==> src/rtl/axi_pkg.sv <==
// Shared encodings for the AXI4 read crossbar: response codes, burst types and FSM states.
package axi_pkg;

    localparam logic [1:0] RESP_OKAY   = 2'b00;
    localparam logic [1:0] RESP_DECERR = 2'b11;

    localparam logic [1:0] BURST_FIXED = 2'b00;
    localparam logic [1:0] BURST_INCR  = 2'b01;
    localparam logic [1:0] BURST_WRAP  = 2'b10;

    typedef enum logic [1:0] {
        IDLE   = 2'd0,
        ADDR   = 2'd1,
        DATA   = 2'd2,
        DECERR = 2'd3
    } xbar_state_e;

endpackage

==> src/rtl/rr_arbiter.sv <==
// Combinational round-robin arbiter: grants the first requester at or after ptr, wrapping.
module rr_arbiter #(
    parameter  int N     = 2,
    localparam int IDX_W = (N > 1) ? $clog2(N) : 1
) (
    input  logic [N-1:0]     req,
    input  logic [IDX_W-1:0] ptr,
    output logic [IDX_W-1:0] gnt_idx,
    output logic             gnt_vld
);

    logic [IDX_W-1:0] cand;

    // Scan from the farthest candidate back toward ptr so the nearest requester wins.
    always_comb begin
        gnt_idx = '0;
        gnt_vld = 1'b0;
        cand    = '0;
        for (int k = N - 1; k >= 0; k--) begin
            cand = IDX_W'((int'(ptr) + k) % N);
            if (req[cand]) begin
                gnt_idx = cand;
                gnt_vld = 1'b1;
            end
        end
    end

endmodule

==> src/rtl/axi_read_xbar.sv <==
// AXI4 read-path crossbar: NUM_M masters to NUM_S slaves plus an internal DECERR slave,
// one transaction in flight, round-robin master arbitration.
//   state  | meaning
//   IDLE   | no transaction; arbitrate and decode on any ARVALID_M
//   ADDR   | AR of granted master presented to the selected slave (or absorbed if unmapped)
//   DATA   | R beats of the selected slave routed to the granted master
//   DECERR | internal slave returns ARLEN+1 beats with DECERR
module axi_read_xbar
    import axi_pkg::*;
#(
    parameter  int                      NUM_M    = 2,
    parameter  int                      NUM_S    = 2,
    parameter  int                      ADDR_W   = 32,
    parameter  int                      DATA_W   = 32,
    parameter  int                      ID_W     = 4,
    parameter  int                      LEN_W    = 4,
    parameter  logic [NUM_S*ADDR_W-1:0] SLV_BASE = {32'h1000_0000, 32'h0000_0000},
    parameter  logic [NUM_S*ADDR_W-1:0] SLV_MASK = {32'hFFFF_0000, 32'hFFFF_0000},
    localparam int                      GNT_W    = $clog2(NUM_M),
    localparam int                      IDS_W    = ID_W + GNT_W
) (
    input  logic                      ACLK,
    input  logic                      ARESETn,
    input  logic [NUM_M*ID_W-1:0]     ARID_M,
    input  logic [NUM_M*ADDR_W-1:0]   ARADDR_M,
    input  logic [NUM_M*LEN_W-1:0]    ARLEN_M,
    input  logic [NUM_M*3-1:0]        ARSIZE_M,
    input  logic [NUM_M*2-1:0]        ARBURST_M,
    input  logic [NUM_M-1:0]          ARVALID_M,
    output logic [NUM_M-1:0]          ARREADY_M,
    output logic [NUM_M*ID_W-1:0]     RID_M,
    output logic [NUM_M*DATA_W-1:0]   RDATA_M,
    output logic [NUM_M*2-1:0]        RRESP_M,
    output logic [NUM_M-1:0]          RLAST_M,
    output logic [NUM_M-1:0]          RVALID_M,
    input  logic [NUM_M-1:0]          RREADY_M,
    output logic [NUM_S*IDS_W-1:0]    ARID_S,
    output logic [NUM_S*ADDR_W-1:0]   ARADDR_S,
    output logic [NUM_S*LEN_W-1:0]    ARLEN_S,
    output logic [NUM_S*3-1:0]        ARSIZE_S,
    output logic [NUM_S*2-1:0]        ARBURST_S,
    output logic [NUM_S-1:0]          ARVALID_S,
    input  logic [NUM_S-1:0]          ARREADY_S,
    input  logic [NUM_S*IDS_W-1:0]    RID_S,
    input  logic [NUM_S*DATA_W-1:0]   RDATA_S,
    input  logic [NUM_S*2-1:0]        RRESP_S,
    input  logic [NUM_S-1:0]          RLAST_S,
    input  logic [NUM_S-1:0]          RVALID_S,
    output logic [NUM_S-1:0]          RREADY_S
);

    // sel encodes slaves 0..NUM_S-1, with NUM_S meaning the internal DECERR slave.
    localparam int                SEL_W       = $clog2(NUM_S + 1);
    localparam int                SIDX_W      = (NUM_S > 1) ? $clog2(NUM_S) : 1;
    localparam logic [SEL_W-1:0]  SEL_DEFAULT = SEL_W'(NUM_S);

    logic [NUM_M-1:0][ID_W-1:0]   arid_m;
    logic [NUM_M-1:0][ADDR_W-1:0] araddr_m;
    logic [NUM_M-1:0][LEN_W-1:0]  arlen_m;
    logic [NUM_M-1:0][2:0]        arsize_m;
    logic [NUM_M-1:0][1:0]        arburst_m;
    logic [NUM_M-1:0][ID_W-1:0]   rid_m;
    logic [NUM_M-1:0][DATA_W-1:0] rdata_m;
    logic [NUM_M-1:0][1:0]        rresp_m;

    logic [NUM_S-1:0][IDS_W-1:0]  arid_s;
    logic [NUM_S-1:0][ADDR_W-1:0] araddr_s;
    logic [NUM_S-1:0][LEN_W-1:0]  arlen_s;
    logic [NUM_S-1:0][2:0]        arsize_s;
    logic [NUM_S-1:0][1:0]        arburst_s;
    logic [NUM_S-1:0][IDS_W-1:0]  rid_s;
    logic [NUM_S-1:0][DATA_W-1:0] rdata_s;
    logic [NUM_S-1:0][1:0]        rresp_s;

    assign arid_m    = ARID_M;
    assign araddr_m  = ARADDR_M;
    assign arlen_m   = ARLEN_M;
    assign arsize_m  = ARSIZE_M;
    assign arburst_m = ARBURST_M;
    assign rid_s     = RID_S;
    assign rdata_s   = RDATA_S;
    assign rresp_s   = RRESP_S;

    assign RID_M     = rid_m;
    assign RDATA_M   = rdata_m;
    assign RRESP_M   = rresp_m;
    assign ARID_S    = arid_s;
    assign ARADDR_S  = araddr_s;
    assign ARLEN_S   = arlen_s;
    assign ARSIZE_S  = arsize_s;
    assign ARBURST_S = arburst_s;

    xbar_state_e       state_q, state_d;
    logic [GNT_W-1:0]  rr_ptr_q;
    logic [GNT_W-1:0]  grant_q;
    logic [SEL_W-1:0]  sel_q;
    logic [LEN_W-1:0]  beat_cnt_q;
    logic [ID_W-1:0]   arid_q;

    logic [GNT_W-1:0]  arb_idx;
    logic              arb_vld;
    logic [SEL_W-1:0]  dec_sel;
    logic [SIDX_W-1:0] s_idx;
    logic              sel_is_map;
    logic              r_last_hs;
    logic [GNT_W-1:0]  rr_next;
    logic              unused_rid_hi;

    rr_arbiter #(
        .N (NUM_M)
    ) u_arb (
        .req     (ARVALID_M),
        .ptr     (rr_ptr_q),
        .gnt_idx (arb_idx),
        .gnt_vld (arb_vld)
    );

    // Ascending priority: the lowest-indexed matching slave is assigned last and wins.
    always_comb begin
        dec_sel = SEL_DEFAULT;
        for (int i = NUM_S - 1; i >= 0; i--) begin
            if ((araddr_m[arb_idx] & SLV_MASK[i*ADDR_W +: ADDR_W]) == SLV_BASE[i*ADDR_W +: ADDR_W])
                dec_sel = SEL_W'(i);
        end
    end

    assign s_idx      = sel_q[SIDX_W-1:0];
    assign sel_is_map = (sel_q != SEL_DEFAULT);
    assign r_last_hs  = RVALID_S[s_idx] & RREADY_M[grant_q] & RLAST_S[s_idx];
    assign rr_next    = (grant_q == GNT_W'(NUM_M - 1)) ? '0 : grant_q + GNT_W'(1);

    // Slave-side RID carries the grant index in its upper bits; only the low ID_W bits return.
    always_comb begin
        unused_rid_hi = 1'b0;
        for (int s = 0; s < NUM_S; s++)
            unused_rid_hi = unused_rid_hi ^ (^rid_s[s][IDS_W-1:ID_W]);
    end

    always_comb begin
        state_d   = state_q;
        ARREADY_M = '0;
        RVALID_M  = '0;
        RLAST_M   = '0;
        rid_m     = '0;
        rdata_m   = '0;
        rresp_m   = '0;
        ARVALID_S = '0;
        RREADY_S  = '0;
        arid_s    = '0;
        araddr_s  = '0;
        arlen_s   = '0;
        arsize_s  = '0;
        arburst_s = '0;
        case (state_q)
            IDLE: begin
                if (arb_vld)
                    state_d = ADDR;
            end
            ADDR: begin
                if (sel_is_map) begin
                    for (int s = 0; s < NUM_S; s++) begin
                        arid_s[s]    = {grant_q, arid_m[grant_q]};
                        araddr_s[s]  = araddr_m[grant_q];
                        arlen_s[s]   = arlen_m[grant_q];
                        arsize_s[s]  = arsize_m[grant_q];
                        arburst_s[s] = arburst_m[grant_q];
                    end
                    ARVALID_S[s_idx]   = 1'b1;
                    ARREADY_M[grant_q] = ARREADY_S[s_idx];
                    if (ARREADY_S[s_idx])
                        state_d = DATA;
                end else begin
                    ARREADY_M[grant_q] = 1'b1;
                    state_d            = DECERR;
                end
            end
            DATA: begin
                RVALID_M[grant_q] = RVALID_S[s_idx];
                RLAST_M[grant_q]  = RLAST_S[s_idx];
                rid_m[grant_q]    = rid_s[s_idx][ID_W-1:0];
                rdata_m[grant_q]  = rdata_s[s_idx];
                rresp_m[grant_q]  = rresp_s[s_idx];
                RREADY_S[s_idx]   = RREADY_M[grant_q];
                if (r_last_hs)
                    state_d = IDLE;
            end
            DECERR: begin
                RVALID_M[grant_q] = 1'b1;
                RLAST_M[grant_q]  = (beat_cnt_q == '0);
                rid_m[grant_q]    = arid_q;
                rresp_m[grant_q]  = RESP_DECERR;
                if (RREADY_M[grant_q] && (beat_cnt_q == '0))
                    state_d = IDLE;
            end
            default: state_d = IDLE;
        endcase
    end

    always_ff @(posedge ACLK or negedge ARESETn) begin
        if (!ARESETn)
            state_q <= IDLE;
        else
            state_q <= state_d;
    end

    always_ff @(posedge ACLK or negedge ARESETn) begin
        if (!ARESETn) begin
            rr_ptr_q   <= '0;
            grant_q    <= '0;
            sel_q      <= '0;
            beat_cnt_q <= '0;
            arid_q     <= '0;
        end else begin
            case (state_q)
                IDLE: begin
                    if (arb_vld) begin
                        grant_q <= arb_idx;
                        sel_q   <= dec_sel;
                    end
                end
                ADDR: begin
                    if (!sel_is_map) begin
                        beat_cnt_q <= arlen_m[grant_q];
                        arid_q     <= arid_m[grant_q];
                    end
                end
                DATA: begin
                    if (r_last_hs)
                        rr_ptr_q <= rr_next;
                end
                DECERR: begin
                    if (RREADY_M[grant_q]) begin
                        if (beat_cnt_q == '0)
                            rr_ptr_q <= rr_next;
                        else
                            beat_cnt_q <= beat_cnt_q - LEN_W'(1);
                    end
                end
                default: ;
            endcase
        end
    end

endmodule
==> config.mk <==
export PLATFORM = sky130hd
export DESIGN_NAME = axi_read_xbar
export DESIGN_NICKNAME = d
export VERILOG_FILES = /design/src/rtl/axi_pkg.sv /design/src/rtl/rr_arbiter.sv /design/src/rtl/axi_read_xbar.sv
export SDC_FILE = /design/constraint.sdc
export NUM_CORES = 1
export LEC_CHECK = 0
export BUFFER_PORTS_ARGS = -buffer_cell sky130_fd_sc_hd__clkbuf_2
export CORE_AREA = 2 2 138 140
export DETAILED_ROUTE_END_ITERATION = 6
export DIE_AREA = 0 0 140 142
export PLACE_DENSITY_LB_ADDON = 0.08
export SKIP_CTS_REPAIR_TIMING = 1
export SYNTH_ARGS = -nofsm -noshare
export SYNTH_HDL_FRONTEND = slang
export SYNTH_HIERARCHICAL = 1
export SYNTH_SLANG_ARGS = --single-unit
==> constraint.sdc <==
create_clock -name ACLK -period 1.92 [get_ports ACLK]
set_clock_uncertainty 0.2 [all_clocks]
set_input_delay 0.48 -clock ACLK [delete_from_list [all_inputs] [get_ports ACLK]]
set_output_delay 0.48 -clock ACLK [all_outputs]
set_load 0.05 [all_outputs]
; Yosys cells after proc, flatten, opt, wreduce, memory -nomap -nowiden
; Index checks and enable logic that the tools add are counted.
[totals]
reg_bits = 14
input_bits = 180
out_inout_bits = 178
word_cells = 135
[op_classes]
add_sub_neg = 3
magnitude_cmp = 7
eq_ne = 13
muxes = 81
n_bitwise = 12
n_reduce_logical = 13
[op_table]
columns = operator, count
row1 = $mux W32, 7
row2 = $mux W64, 3
row3 = $and A64 B64 Y64, 1
row4 = $mux W4, 12
row5 = $mux W2, 17
row6 = $demux W32 S1, 1
row7 = $logic_not A32 Y1, 1
row8 = $mux W1, 22
row9 = $mux W10, 2
row10 = $and A8 B8 Y8, 2
row11 = $eq A16 B13 Y1 const B, 1
row12 = $mux W8, 2
row13 = $ne A2 B2 Y1 const B, 8
row14 = $pmux W4 S2, 2
row15 = $pmux W8 S2, 1
row16 = $mux W6, 2
row17 = $reduce_and A4 Y1, 3
row18 = $and A2 B2 Y2, 5
row19 = $lt A1 B2 Y1 const B, 5
row20 = $pmux W2 S2, 2
row21 = $pmux W2 S4, 1
row22 = $mux W3, 2
row23 = $and A4 B4 Y4, 1
row24 = $demux W4 S1, 1
row25 = other kinds (16), 25

; Depth between registers and ports, before layout
; Gate-level depths: netlist (run 1).
[depth]
depth_word = 10
mapped_depth = 7
depth_no_buf = 6

; By module
; Netlist (run 1), hierarchy kept.
[modules_own_cells]
columns = module, instances, cells_each, area_each_um2, seq_area_each_um2
row1 = axi_read_xbar, 1, 400, 2807.7, 350.3
row2 = rr_arbiter, 1, 3, 17.5, 0.0

; Least setup slack after synthesis (run 1)
; Ideal clock, no wire load.
[synth_timing]
path_kind = register to output
startpoint = register grant_q
endpoint = output ARREADY_M[0]
arrival_ns = 2.447
t_required_ns = 1.240
slack_ns = -1.207
path_stages_with_launch = 5
path_buffers = 3
path_cell_list = dfrtp_1 -> buf_2 -> buf_2 -> buf_2 -> nor4_1
[synth_between]
elab_chain_len = 7
word_cells_on_any_way = 8
classes_between = order compare: 2 / mux: 4 / bitwise: 1 / reduce/logical: 1
[synth_rtl]
columns = item, line
row1 = start: declaration, axi_read_xbar.sv:95  ; logic [GNT_W-1:0] grant_q;
row2 = start signal: assignment, axi_read_xbar.sv:217  ; grant_q <= arb_idx;
row3 = $lt A1 B2 Y1 (implied by the code) / $ge A1 B1 Y1 (equally long branches), "axi_read_xbar.sv:169, axi_read_xbar.sv:173"
row4 = $logic_and A1 B1 Y1 (implied by the code), "axi_read_xbar.sv:169, axi_read_xbar.sv:173"
row5 = $mux W1 (implied by the code), "axi_read_xbar.sv:169, axi_read_xbar.sv:173"
row6 = $demux W1 S1 *, "axi_read_xbar.sv:169, axi_read_xbar.sv:173"
row7 = $and A2 B2 Y2 (no source line), n/a
row8 = $mux W2 *, axi_read_xbar.sv:160  ; if (sel_is_map) begin
row9 = $mux W2 *, axi_read_xbar.sv:154  ; case (state_q)
row10 = end: declaration, axi_read_xbar.sv:30  ; output logic [NUM_M-1:0] ARREADY_M,
; Mark *: on every way between the ends. The rest lies on a longest branch, timed or not.

; Worst setup path after layout (run 1)
[layout_timing]
startpoint = register grant_q
endpoint = output ARSIZE_S[1]
[layout_between]
elab_chain_len = 4
[layout_rtl]
columns = item, line
row1 = $mux W3 (implied by the code) (2 in a row), axi_read_xbar.sv:165  ; arsize_s[s] = arsize_m[grant_q];
row2 = $mux W6, axi_read_xbar.sv:160
row3 = $mux W6, axi_read_xbar.sv:154
row4 = end: declaration, axi_read_xbar.sv:40  ; output logic [NUM_S*3-1:0] ARSIZE_S,
; No other way between the ends. The select of a mux whose other input is x is not followed.

==> results of run 1 <==
-- Yosys cell counts, drive strengths merged, types with 2 or more instances --
library cell	n	area, sq um
a211oi	4	30.03
a21oi	13	76.33
and2	2	12.51
buf	73	500.5
clkbuf	3	11.26
dfrtp	14	350.3
inv	6	22.52
mux2	4	48.79
mux2i	81	810.8
nand2	9	38.79
nand3	2	10.01
nor2	139	521.8
nor2b	5	31.28
nor3	7	35.03
nor3b	2	20.02
nor4	6	37.54
o21ai	8	43.79
o22a	3	26.28
or2	3	18.77
-- per-layer routing --
metal,part of all wire,global-route usage,vias up
li1,-,-,2141
met1,0.36,0.1497,2018
met3,0.067,0.01649,12
met5,0,0,-
met4,0.0081,0.02233,0
met2,0.56,0.2704,212
-- area by class of cell --
| class | instances | area, sq um |
|---|---|---|
| Antenna cell | 1 | 2.502 |
| Clock buffer | 4 | 88.84 |
| Fill cell | 1668 | 9671 |
| Inverter | 6 | 30.03 |
| Multi-Input combinational cell | 307 | 3762 |
| Sequential cell | 14 | 355.3 |
| Tap cell | 234 | 292.8 |
| Timing Repair Buffer | 475 | 4253 |
-- where the power goes --
| part | switching, uW | total (uW) | internal [uW] |
|---|---|---|---|
| combinational | 4500 | 8330 | 3830 |
| clock | 123 | 438 | 316 |
| sequential | 139 | 565 | 426 |
-- cells by family (layout without fill, tap and decap cells) --
group | count (synthesis) | after routing | share of synthesized area
compound gates | 38 | 38 | 0.09478
fa+ha+maj | 1 | 1 | 0.004428
other cells | 0 | 1 | 0
buf+inv | 82 | 485 | 0.1891
simple gates | 183 | 183 | 0.2834
flops | 14 | 14 | 0.1240
mux | 85 | 85 | 0.3042
-- critical path, stage by stage, from the launching register on --
cell and delay [ns]:
sky130_fd_sc_hd__dfrtp_2 0.50, sky130_fd_sc_hd__buf_12 0.20, sky130_fd_sc_hd__buf_12 0.18, sky130_fd_sc_hd__mux2i_2 0.28
sky130_fd_sc_hd__nor2_4 0.07, sky130_fd_sc_hd__buf_2 0.21
-- how the worst max path moves through the flow --
stage                     slack (ns)  depth (start not counted)           to
after global placement         -0.29                          7   RLAST_M[1]
after floorplan                -0.36                          6    ARID_S[9]
final                          -0.46                          5  ARSIZE_S[1]
after detailed placement       -0.30                          5   ARLEN_S[0]
after global routing           -0.53                          7  RVALID_M[0]
after CTS                      -0.56                          5   ARLEN_S[0]
-- through the flow --
step                power (uW)  cell area, sq um  hold slack [ns]  cells  setup TNS [ns]
global route              9789              8785           0.3220   1041          -79.56
global placement          7456              7019           0.2260   1007          -36.31
floorplan                 5290              4417         -0.01559    403          -40.49
finish                    9333              8785           0.3051   1041          -69.15
detailed placement        7505              7019           0.2322   1007          -38.70
CTS                       7963              7108         -0.02882   1011          -85.61
-- registers in the layout, summed over array words and instances (netlist names) --
signal	cells
arid_q	4
state_q	2
rr_ptr_q	1
sel_q	2
beat_cnt_q	4
grant_q	1
==> results.py, run 1 <==
metrics = {
    "place": {
        "gpl.final_weighted_congestion": 0.8479,
        "buffer_ports.inserted": 355,
        "detailedPlacementHpwl_um": 12930,
        "dpl_worst_slack_ns": -0.3002,
    },
    "critical_path": {
        "reg2regPathDepth": 6,
        "worstPathArrival_ns": 1.70,
        "cp_data_required_time_ns": 1.24,
        "setup.worst_path.start": "grant_q$_DFFE_PN0P_",
        "timing.critical_path.from_type": "flip-flop",
        "r2r_slack_ns": -0.14,
        "end_kind": "primary output",
        "critical_path.max_fanout": 10,
        "timing.setup.critical_path_class": "reg -> out",
        "rr_startpoint": "sel_q[0]$_DFFE_PN0P_",
        "r2r-end": "rr_ptr_q$_DFFE_PN0P_",
    },
    "synthesis": {
        "syn_avg_cell_area_sq_um": 7.010,
        "synth.distinct_cells": 48,
        "synthesis.instances": 403,
        "post_synth_instance_area_sq_um": 2825,
        "ys_seq_elements": 14,
        "synth_edf_count": 0,
        "synth.yosys.seq_area_share": 0.1240,
        "async_flop_share": 1.000,
        "synth-warning-count": 6,
        "synth_nets": 584,
        "ys.flop_type": "sky130_fd_sc_hd__dfrtp_1",
    },
    "clock_network": {
        "cts_tree": "built",
        "cts_inserted_buffers": 3,
        "cts_max_path_buffers": 2,
        "clock_tree.root_cell": "sky130_fd_sc_hd__clkbuf_16",
        "cts_sinks": 14,
        "worst_setup_hold_path_clk_slew_ns": 0.05,
        "clock_latency_reported_for_the_late_side_of_the_worst_skew_pair_ns": 0.24,
        "cts_htree_levels": 1,
    },
    "floorplan": {
        "start_util": 0.1531,
        "io-pin-count": 358,
        "dieArea_sq_um": 19880,
        "row_count": 50,
        "chipWidth_um": 140,
        "die_height_um": 142,
        "core-area_sq_um": 18460,
    },
    "run_status": {
        "violations": "DRC, setup timing",
        "run_status": "finished with violations",
    },
    "sta": {
        "max_slew_margin": 0.6986,
        "setup_violations": 179,
        "fin_crit_sh": 1.241,
        "rsz0062_at_grt": "yes",
        "final_hold_viol_count": 0,
        "worst_pin_slew_ns": 0.4512,
        "finalMaxSlewViolations": 0,
        "timing.final.ws_setup_ns": -0.4623,
        "fin_crit_ns": 2.382,
        "max_freq_mhz": 419.8,
    },
    "drt": {
        "drt_first_iter_violations": 98,
        "vias": 4383,
        "post_drt_wl_per_cell_um": 15.25,
        "wirelength_um": 15870,
        "ant_nets": 0,
        "drt_pass1_iterations": 7,
        "drc_errors": 25,
        "routed_via_density": 4.210,
    },
    "final_layout": {
        "layout_utilization": 0.4760,
        "layout.nets": 988,
        "layout-area-overhead-vs-synth_pct": 210.9,
        "post_route_cells_drive_above_1_share": 0.9007,
        "mostFrequentLayoutCells": "sky130_fd_sc_hd__clkbuf_2, sky130_fd_sc_hd__nor2_4, sky130_fd_sc_hd__buf_4, sky130_fd_sc_hd__buf_6, sky130_fd_sc_hd__buf_12",
        "final_common_cell": "sky130_fd_sc_hd__clkbuf_2",
    },
    "power_and_ir_drop": {
        "power_leakage_uw": 0.003785,
        "power.density_cell_area_nw_per_um2": 1062,
        "peakVddDrop_uv": 437.6,
    },
    "grt": {
        "grt_pass1_vias": 4255,
        "track_usage": 0.1333,
        "overflow": 0,
        "grt_first_pass_wirelength_um": 21510,
        "grt_antenna_before_repair": 1,
        "grt_start_max_net_pins": 20,
    },
    "min_path": {
        "hold_end": "rr_ptr_q$_DFFE_PN0P_",
        "hold_path_startpoint": "rr_ptr_q$_DFFE_PN0P_",
        "worstHoldPathCells": 1,
        "timing.hold.worst.class": "reg -> reg",
    },
    "run": {
        "timing.max_cap.violations": 0,
    },
}
No activity file was read; power rests on OpenSTA's default activity.
==> run 2: changes to the inputs <==
==> constraint.sdc (replaced) <==
create_clock -name ACLK -period 2.06 [get_ports ACLK]
set_clock_uncertainty 0.2 [all_clocks]
set_input_delay 0.515 -clock ACLK [delete_from_list [all_inputs] [get_ports ACLK]]
set_output_delay 0.515 -clock ACLK [all_outputs]
set_load 0.05 [all_outputs]
==> results.py, run 2 (same netlist as run 1, synthesis figures left out) <==
metrics = {
    "sta": {
        "holdWs_ns": -0.02013,
        "rsz0062_at_grt": "yes",
        "timing.final.ws_setup_ns": -0.3903,
        "worst_pin_slew_ns": 0.4186,
        "fin_crit_ns": 2.450,
        "fin_crit_sh": 1.189,
        "finalMaxSlewViolations": 0,
        "max_freq_mhz": 408.1,
        "max_slew_margin": 0.7180,
        "final_hold_viol_count": 14,
        "setup_violations": 178,
    },
    "clock_network": {
        "cts_max_path_buffers": 2,
        "cts_sinks": 14,
        "cts_tree": "built",
        "cts_htree_levels": 1,
        "clock_latency_reported_for_the_late_side_of_the_worst_skew_pair_ns": 0.25,
        "clock_tree.root_cell": "sky130_fd_sc_hd__clkbuf_16",
        "worst_setup_hold_path_clk_slew_ns": 0.05,
        "cts_inserted_buffers": 3,
    },
    "power_and_ir_drop": {
        "cellInternalPower_uw": 3697,
        "total_switching_power_uw": 4237,
        "swShare": 0.5340,
        "power_leakage_uw": 0.003667,
        "clock_power_share": 0.048,
        "power.share.sequential": 0.066,
        "combPwrFrac": 0.886,
        "peakVddDrop_uv": 421.1,
        "power.density_cell_area_nw_per_um2": 920.7,
    },
    "floorplan": {
        "chipWidth_um": 140,
        "dieArea_sq_um": 19880,
        "io-pin-count": 358,
        "core-area_sq_um": 18460,
        "die_height_um": 142,
        "row_count": 50,
        "start_util": 0.1531,
    },
    "final_layout": {
        "antenna_cells_inserted": 0,
        "mostFrequentLayoutCells": "sky130_fd_sc_hd__clkbuf_2, sky130_fd_sc_hd__nor2_4, sky130_fd_sc_hd__buf_6, sky130_fd_sc_hd__buf_4, sky130_fd_sc_hd__buf_12",
        "final_cells": 1017,
        "top_regs": "arid_q (4), beat_cnt_q (4)",
        "post_route_cells_drive_above_1_share": 0.8582,
        "layout.nets": 965,
        "final_common_cell": "sky130_fd_sc_hd__clkbuf_2",
        "layout-area-overhead-vs-synth_pct": 205.0,
        "fin_area_sq_um": 8617,
    },
    "critical_path": {
        "timing.critical_path.from_type": "flip-flop",
        "timing.setup.critical_path_class": "reg -> out",
        "critical_path.slowest_cell": "sky130_fd_sc_hd__dfrtp_4",
        "critical-path-top-cell-by-count": "sky130_fd_sc_hd__buf_6",
        "path_cells": "buf_8 -> buf_6 -> o21ai_4 -> buf_12 -> clkbuf_16 -> nor2_4 -> buf_6",
        "cpPeakStageDelay_ns": 0.49,
        "r2r_slack_ns": 0.03,
        "setup.worst_path.start": "sel_q[0]$_DFFE_PN0P_",
        "cp_data_required_time_ns": 1.34,
        "critical_path.max_fanout": 8,
        "reg2regPathDepth": 6,
        "rr_startpoint": "sel_q[0]$_DFFE_PN0P_",
        "worstPathArrival_ns": 1.74,
        "end_kind": "primary output",
        "r2r-end": "rr_ptr_q$_DFFE_PN0P_",
    },
    "place": {
        "buffer_ports.inserted": 355,
        "gpl.final_weighted_congestion": 0.8402,
        "detailedPlacementHpwl_um": 12780,
        "post_dp_cell_area_sq_um": 6688,
        "numPlacedInstances": 987,
    },
    "drt": {
        "post_drt_wl_per_cell_um": 16.54,
        "wirelength_um": 16820,
        "drc_errors": 18,
        "drt_pass1_iterations": 7,
        "ant_nets": 0,
        "drt_first_iter_violations": 128,
        "vias": 4334,
        "routed_via_density": 4.262,
    },
    "grt": {
        "grt_util_met3": 0.01043,
        "overflow": 0,
        "grt_start_max_net_pins": 21,
        "grt_pass1_vias": 4122,
        "grt_antenna_before_repair": 0,
        "track_usage": 0.1333,
        "met2_usage": 0.2699,
        "gr-usage-met1": 0.1547,
        "grt_first_pass_wirelength_um": 21630,
        "grt-busiest-layer": "met2",
    },
    "run": {
        "timing.max_cap.violations": 0,
    },
    "run_status": {
        "run_status": "finished with violations",
        "violations": "DRC, hold timing, setup timing",
    },
    "min_path": {
        "timing.hold.worst.class": "in -> async",
    },
}
[run 2: cell count changes in the layout (fill, tap and decap cells not counted), moves of 8 or more]
cell	change
sky130_fd_sc_hd__mux2i_2	-15
sky130_fd_sc_hd__nor2_2	-8
sky130_fd_sc_hd__buf_8	+18
sky130_fd_sc_hd__mux2i_1	+29
sky130_fd_sc_hd__buf_6	+40
sky130_fd_sc_hd__nor2_1	+9
sky130_fd_sc_hd__buf_4	-20
sky130_fd_sc_hd__clkbuf_4	-14
sky130_fd_sc_hd__mux2i_4	-14
sky130_fd_sc_hd__buf_2	-39
[run 2: how the worst max path moves through the flow]
| stage | endpoint | slack [ns] | depth (start not counted) |
|---|---|---|---|
| finish | ARADDR_S[34] | -0.39 | 7 |
| global route | RDATA_M[2] | -0.43 | 6 |
| CTS | ARADDR_S[17] | -0.54 | 6 |
| detailed placement | ARADDR_S[17] | -0.27 | 6 |
| global placement | ARADDR_S[17] | -0.24 | 6 |
| floorplan | ARID_S[9] | -0.26 | 6 |
[run 2: per-stage QoR]
stage	setup TNS [ns]	utilization	worst slack, ns	total power (uW)
floorplan	-25.20	-	-0.2598	4821
global route	-63.66	0.4669	-0.4296	8320
detailed placement	-32.28	0.3624	-0.2672	6564
global placement	-27.72	0.3624	-0.2414	6528
CTS	-80.09	0.3666	-0.5435	6961
finish	-56.13	0.4669	-0.3903	7934
[run 2: worst max-delay path, delay by kind of cell, from the launching register on]
kind,cells,cell delay (ns)
flip-flops,1,0.49
AO/OA/AOI/OAI,1,0.15
buffers and inverters,5,0.77
AND/OR/NAND/NOR,1,0.06
[run 2: area by class of cell]
type                    count  area (sq um)
fillers                  1706          9838
repair buffers            452          4373
multi-input cells         307          3490
flip-flops and latches     14         357.8
well taps                 234         292.8
clock buffers               4         78.83
inverters                   6         25.02
[run 2: power groups by stage]
stage	registers (uW)	logic, uW	clock network (uW)
after detailed placement	527	6040	0
final	526	7030	378
after floorplan	470	4350	0
after global routing	542	7380	399
after global placement	519	6010	0
after CTS	524	6050	384
[run 2: metal layers]
layer	wire (um)	vias to the layer above
met2	9661	194
met1	6121	2034
met5	0	-
met3	884	11
met4	153	0
li1	-	2095
==> run 3: changes to the inputs <==
--- a/config.mk
+++ b/config.mk
@@ -5,10 +5,11 @@
 export SDC_FILE = /design/constraint.sdc
 export NUM_CORES = 1
 export LEC_CHECK = 0
+export ABC_AREA = 1
 export BUFFER_PORTS_ARGS = -buffer_cell sky130_fd_sc_hd__clkbuf_2
-export CORE_AREA = 2 2 138 140
+export CORE_AREA = 2 2 140 142
 export DETAILED_ROUTE_END_ITERATION = 6
-export DIE_AREA = 0 0 140 142
+export DIE_AREA = 0 0 142 144
 export PLACE_DENSITY_LB_ADDON = 0.08
 export SKIP_CTS_REPAIR_TIMING = 1
 export SYNTH_ARGS = -nofsm -noshare
==> results.py, run 3 <==
metrics = {
    "clock_network": {
        "clock_tree.root_cell": "sky130_fd_sc_hd__clkbuf_16",
        "cts_sinks": 14,
        "cts_tree": "built",
        "worst_setup_hold_path_clk_slew_ns": 0.05,
        "cts_inserted_buffers": 3,
        "clock_latency_reported_for_the_late_side_of_the_worst_skew_pair_ns": 0.24,
        "cts_htree_levels": 1,
        "cts_max_path_buffers": 2,
    },
    "critical_path": {
        "r2r-end": "rr_ptr_q$_DFFE_PN0P_",
        "reg2regPathDepth": 8,
        "r2r_slack_ns": 0.29,
        "rr_startpoint": "grant_q$_DFFE_PN0P_",
        "timing.critical_path.from_type": "flip-flop",
        "critical_path.max_fanout": 7,
        "timing.setup.critical_path_class": "reg -> out",
        "end_kind": "primary output",
        "worstPathArrival_ns": 1.64,
        "cp_data_required_time_ns": 1.34,
    },
    "sta": {
        "finalMaxSlewViolations": 0,
        "timing.final.ws_setup_ns": -0.2915,
        "max_freq_mhz": 425.3,
        "final_hold_viol_count": 14,
        "setup_violations": 178,
        "holdWs_ns": -0.01449,
        "rsz0062_at_grt": "yes",
        "max_slew_margin": 0.7389,
        "fin_crit_sh": 1.142,
        "fin_crit_ns": 2.352,
        "worst_pin_slew_ns": 0.3917,
    },
    "synthesis": {
        "synth.yosys.seq_area_share": 0.1209,
        "syn_avg_cell_area_sq_um": 5.682,
        "ys_top_cells_by_area": "sky130_fd_sc_hd__nand2_1, sky130_fd_sc_hd__nor2_1, sky130_fd_sc_hd__mux2i_1, sky130_fd_sc_hd__buf_4, sky130_fd_sc_hd__dfrtp_1",
        "synth_most_common_cell": "sky130_fd_sc_hd__nand2_1",
        "ys.flop_type": "sky130_fd_sc_hd__dfrtp_1",
        "post-synth-top-area-fraction": 0.1891,
        "post_synth_instance_area_sq_um": 2898,
        "synth.distinct_cells": 25,
        "synth_top_cell_by_area": "sky130_fd_sc_hd__nand2_1",
        "async_flop_share": 1.000,
        "ys_top_cells_by_count": "sky130_fd_sc_hd__nand2_1, sky130_fd_sc_hd__nor2_1, sky130_fd_sc_hd__buf_4, sky130_fd_sc_hd__mux2i_1, sky130_fd_sc_hd__a21oi_1",
        "synth_edf_count": 0,
        "synth_nets": 691,
        "ys_seq_elements": 14,
        "synth-warning-count": 6,
        "synthesis.instances": 510,
    },
    "place": {
        "gpl.final_weighted_congestion": 0.8135,
        "detailedPlacementHpwl_um": 14050,
        "buffer_ports.inserted": 355,
    },
    "min_path": {
        "timing.hold.worst.class": "in -> async",
    },
    "final_layout": {
        "multi_input_comb_area_sq_um": 3232,
        "layout-area-overhead-vs-synth_pct": 201.6,
        "ff_latch_area_sq_um": 354.1,
        "mostFrequentLayoutCells": "sky130_fd_sc_hd__clkbuf_2, sky130_fd_sc_hd__nand2_1, sky130_fd_sc_hd__buf_12, sky130_fd_sc_hd__buf_6",
        "num-fill-cells": 1789,
        "top_regs": "arid_q (4), beat_cnt_q (4)",
        "post_route_cells_drive_above_1_share": 0.7181,
        "layout_utilization": 0.4580,
        "layout.nets": 1083,
        "final_common_cell": "sky130_fd_sc_hd__clkbuf_2",
    },
    "power_and_ir_drop": {
        "power.density_cell_area_nw_per_um2": 1187,
        "peakVddDrop_uv": 591.5,
        "power_leakage_uw": 0.003839,
        "report.power.total_uw": 10370,
    },
    "floorplan": {
        "start_util": 0.1519,
        "io-pin-count": 358,
        "dieArea_sq_um": 20450,
        "core-area_sq_um": 19080,
        "die_height_um": 144,
        "chipWidth_um": 142,
        "row_count": 51,
    },
    "drt": {
        "wirelength_um": 16920,
        "post_drt_wl_per_cell_um": 14.84,
        "drt_pass1_iterations": 4,
        "drt_first_iter_violations": 122,
        "drc_errors": 0,
        "ant_nets": 0,
        "routed_via_density": 4.183,
        "vias": 4769,
    },
    "run_status": {
        "violations": "hold timing, setup timing",
        "run_status": "finished with violations",
    },
    "grt": {
        "grt_start_max_net_pins": 30,
        "grt_first_pass_wirelength_um": 23470,
        "overflow": 0,
        "grt_antenna_before_repair": 1,
        "grt_pass1_vias": 4645,
        "track_usage": 0.1430,
    },
    "run": {
        "timing.max_cap.violations": 0,
    },
}
==> run 3: power breakdown <==
group | total (uW) | switching [uW] | internal [uW] | leakage, uW
clock | 381 | 119 | 262 | 0.0000382
sequential | 550 | 138 | 411 | 0.000168
combinational | 9440 | 5620 | 3830 | 0.00363
==> run 3: worst max-delay path, cell delays in order, from the launching register on <==
cell,delay [ns]
sky130_fd_sc_hd__dfrtp_2,0.48
sky130_fd_sc_hd__nor2_2,0.20
sky130_fd_sc_hd__buf_4,0.16
sky130_fd_sc_hd__clkinvlp_4,0.09
sky130_fd_sc_hd__buf_12,0.15
sky130_fd_sc_hd__nor2_2,0.16
sky130_fd_sc_hd__buf_12,0.15
==> run 3: cell families (layout without fill, tap and decap cells) <==
logic type                 after synthesis  count (layout)  synth area share
and+or+nand+nor                        287             287            0.3899
buffers and inverters                  102             493            0.2258
AOI/OAI and AO/OA                       65              65            0.1174
muxes                                   41              41            0.1416
DFF                                     14              14            0.1209
adders and majority gates                1               1          0.004317
other                                    0               1                 0
==> run 3: layer usage <==
| metal | wire length [um] | vias to the layer above | track usage |
|---|---|---|---|
| met2 | 9761 | 195 | 0.2868 |
| met4 | 53 | 0 | 0.01263 |
| met5 | 0 | - | 0 |
| met3 | 1316 | 4 | 0.03709 |
| li1 | - | 2362 | - |
| met1 | 5790 | 2208 | 0.1549 |
==> run 3: worst max-delay path by stage <==
stage,cells after the start,start,end
final,6,grant_q$_DFFE_PN0P_,RID_M[3]
after detailed placement,7,ARVALID_M[0],ARREADY_M[0]
after floorplan,7,state_q[0]$_DFFE_PN0P_,ARADDR_S[62]
after global routing,6,grant_q$_DFFE_PN0P_,RID_M[3]
after CTS,8,sel_q[0]$_DFFE_PN0P_,ARID_S[0]
after global placement,7,ARVALID_M[0],ARREADY_M[0]
==> run 3: final cells by class <==
class	count	area share
Multi-Input combinational cell	394	0.3698
Sequential cell	14	0.04052
Inverter	28	0.01246
Antenna cell	1	0.0002864
Timing Repair Buffer	461	0.5338
Tap cell	238	0.03408
Clock buffer	4	0.009021
==> run 3: stage by stage <==
step	hold WS, ns	area [sq um]	worst slack, ns	cells	setup TNS, ns
after detailed placement	0.2568	7455	-0.1995	1121	-4.749
final	-0.01449	8738	-0.2915	1140	-31.93
after CTS	-0.004052	7533	-0.4067	1125	-50.80
after global placement	0.2540	7455	-0.2096	1121	-3.754
after global routing	0.01515	8736	-0.3396	1139	-43.40
after floorplan	0.01941	4139	-0.2233	510	-12.94
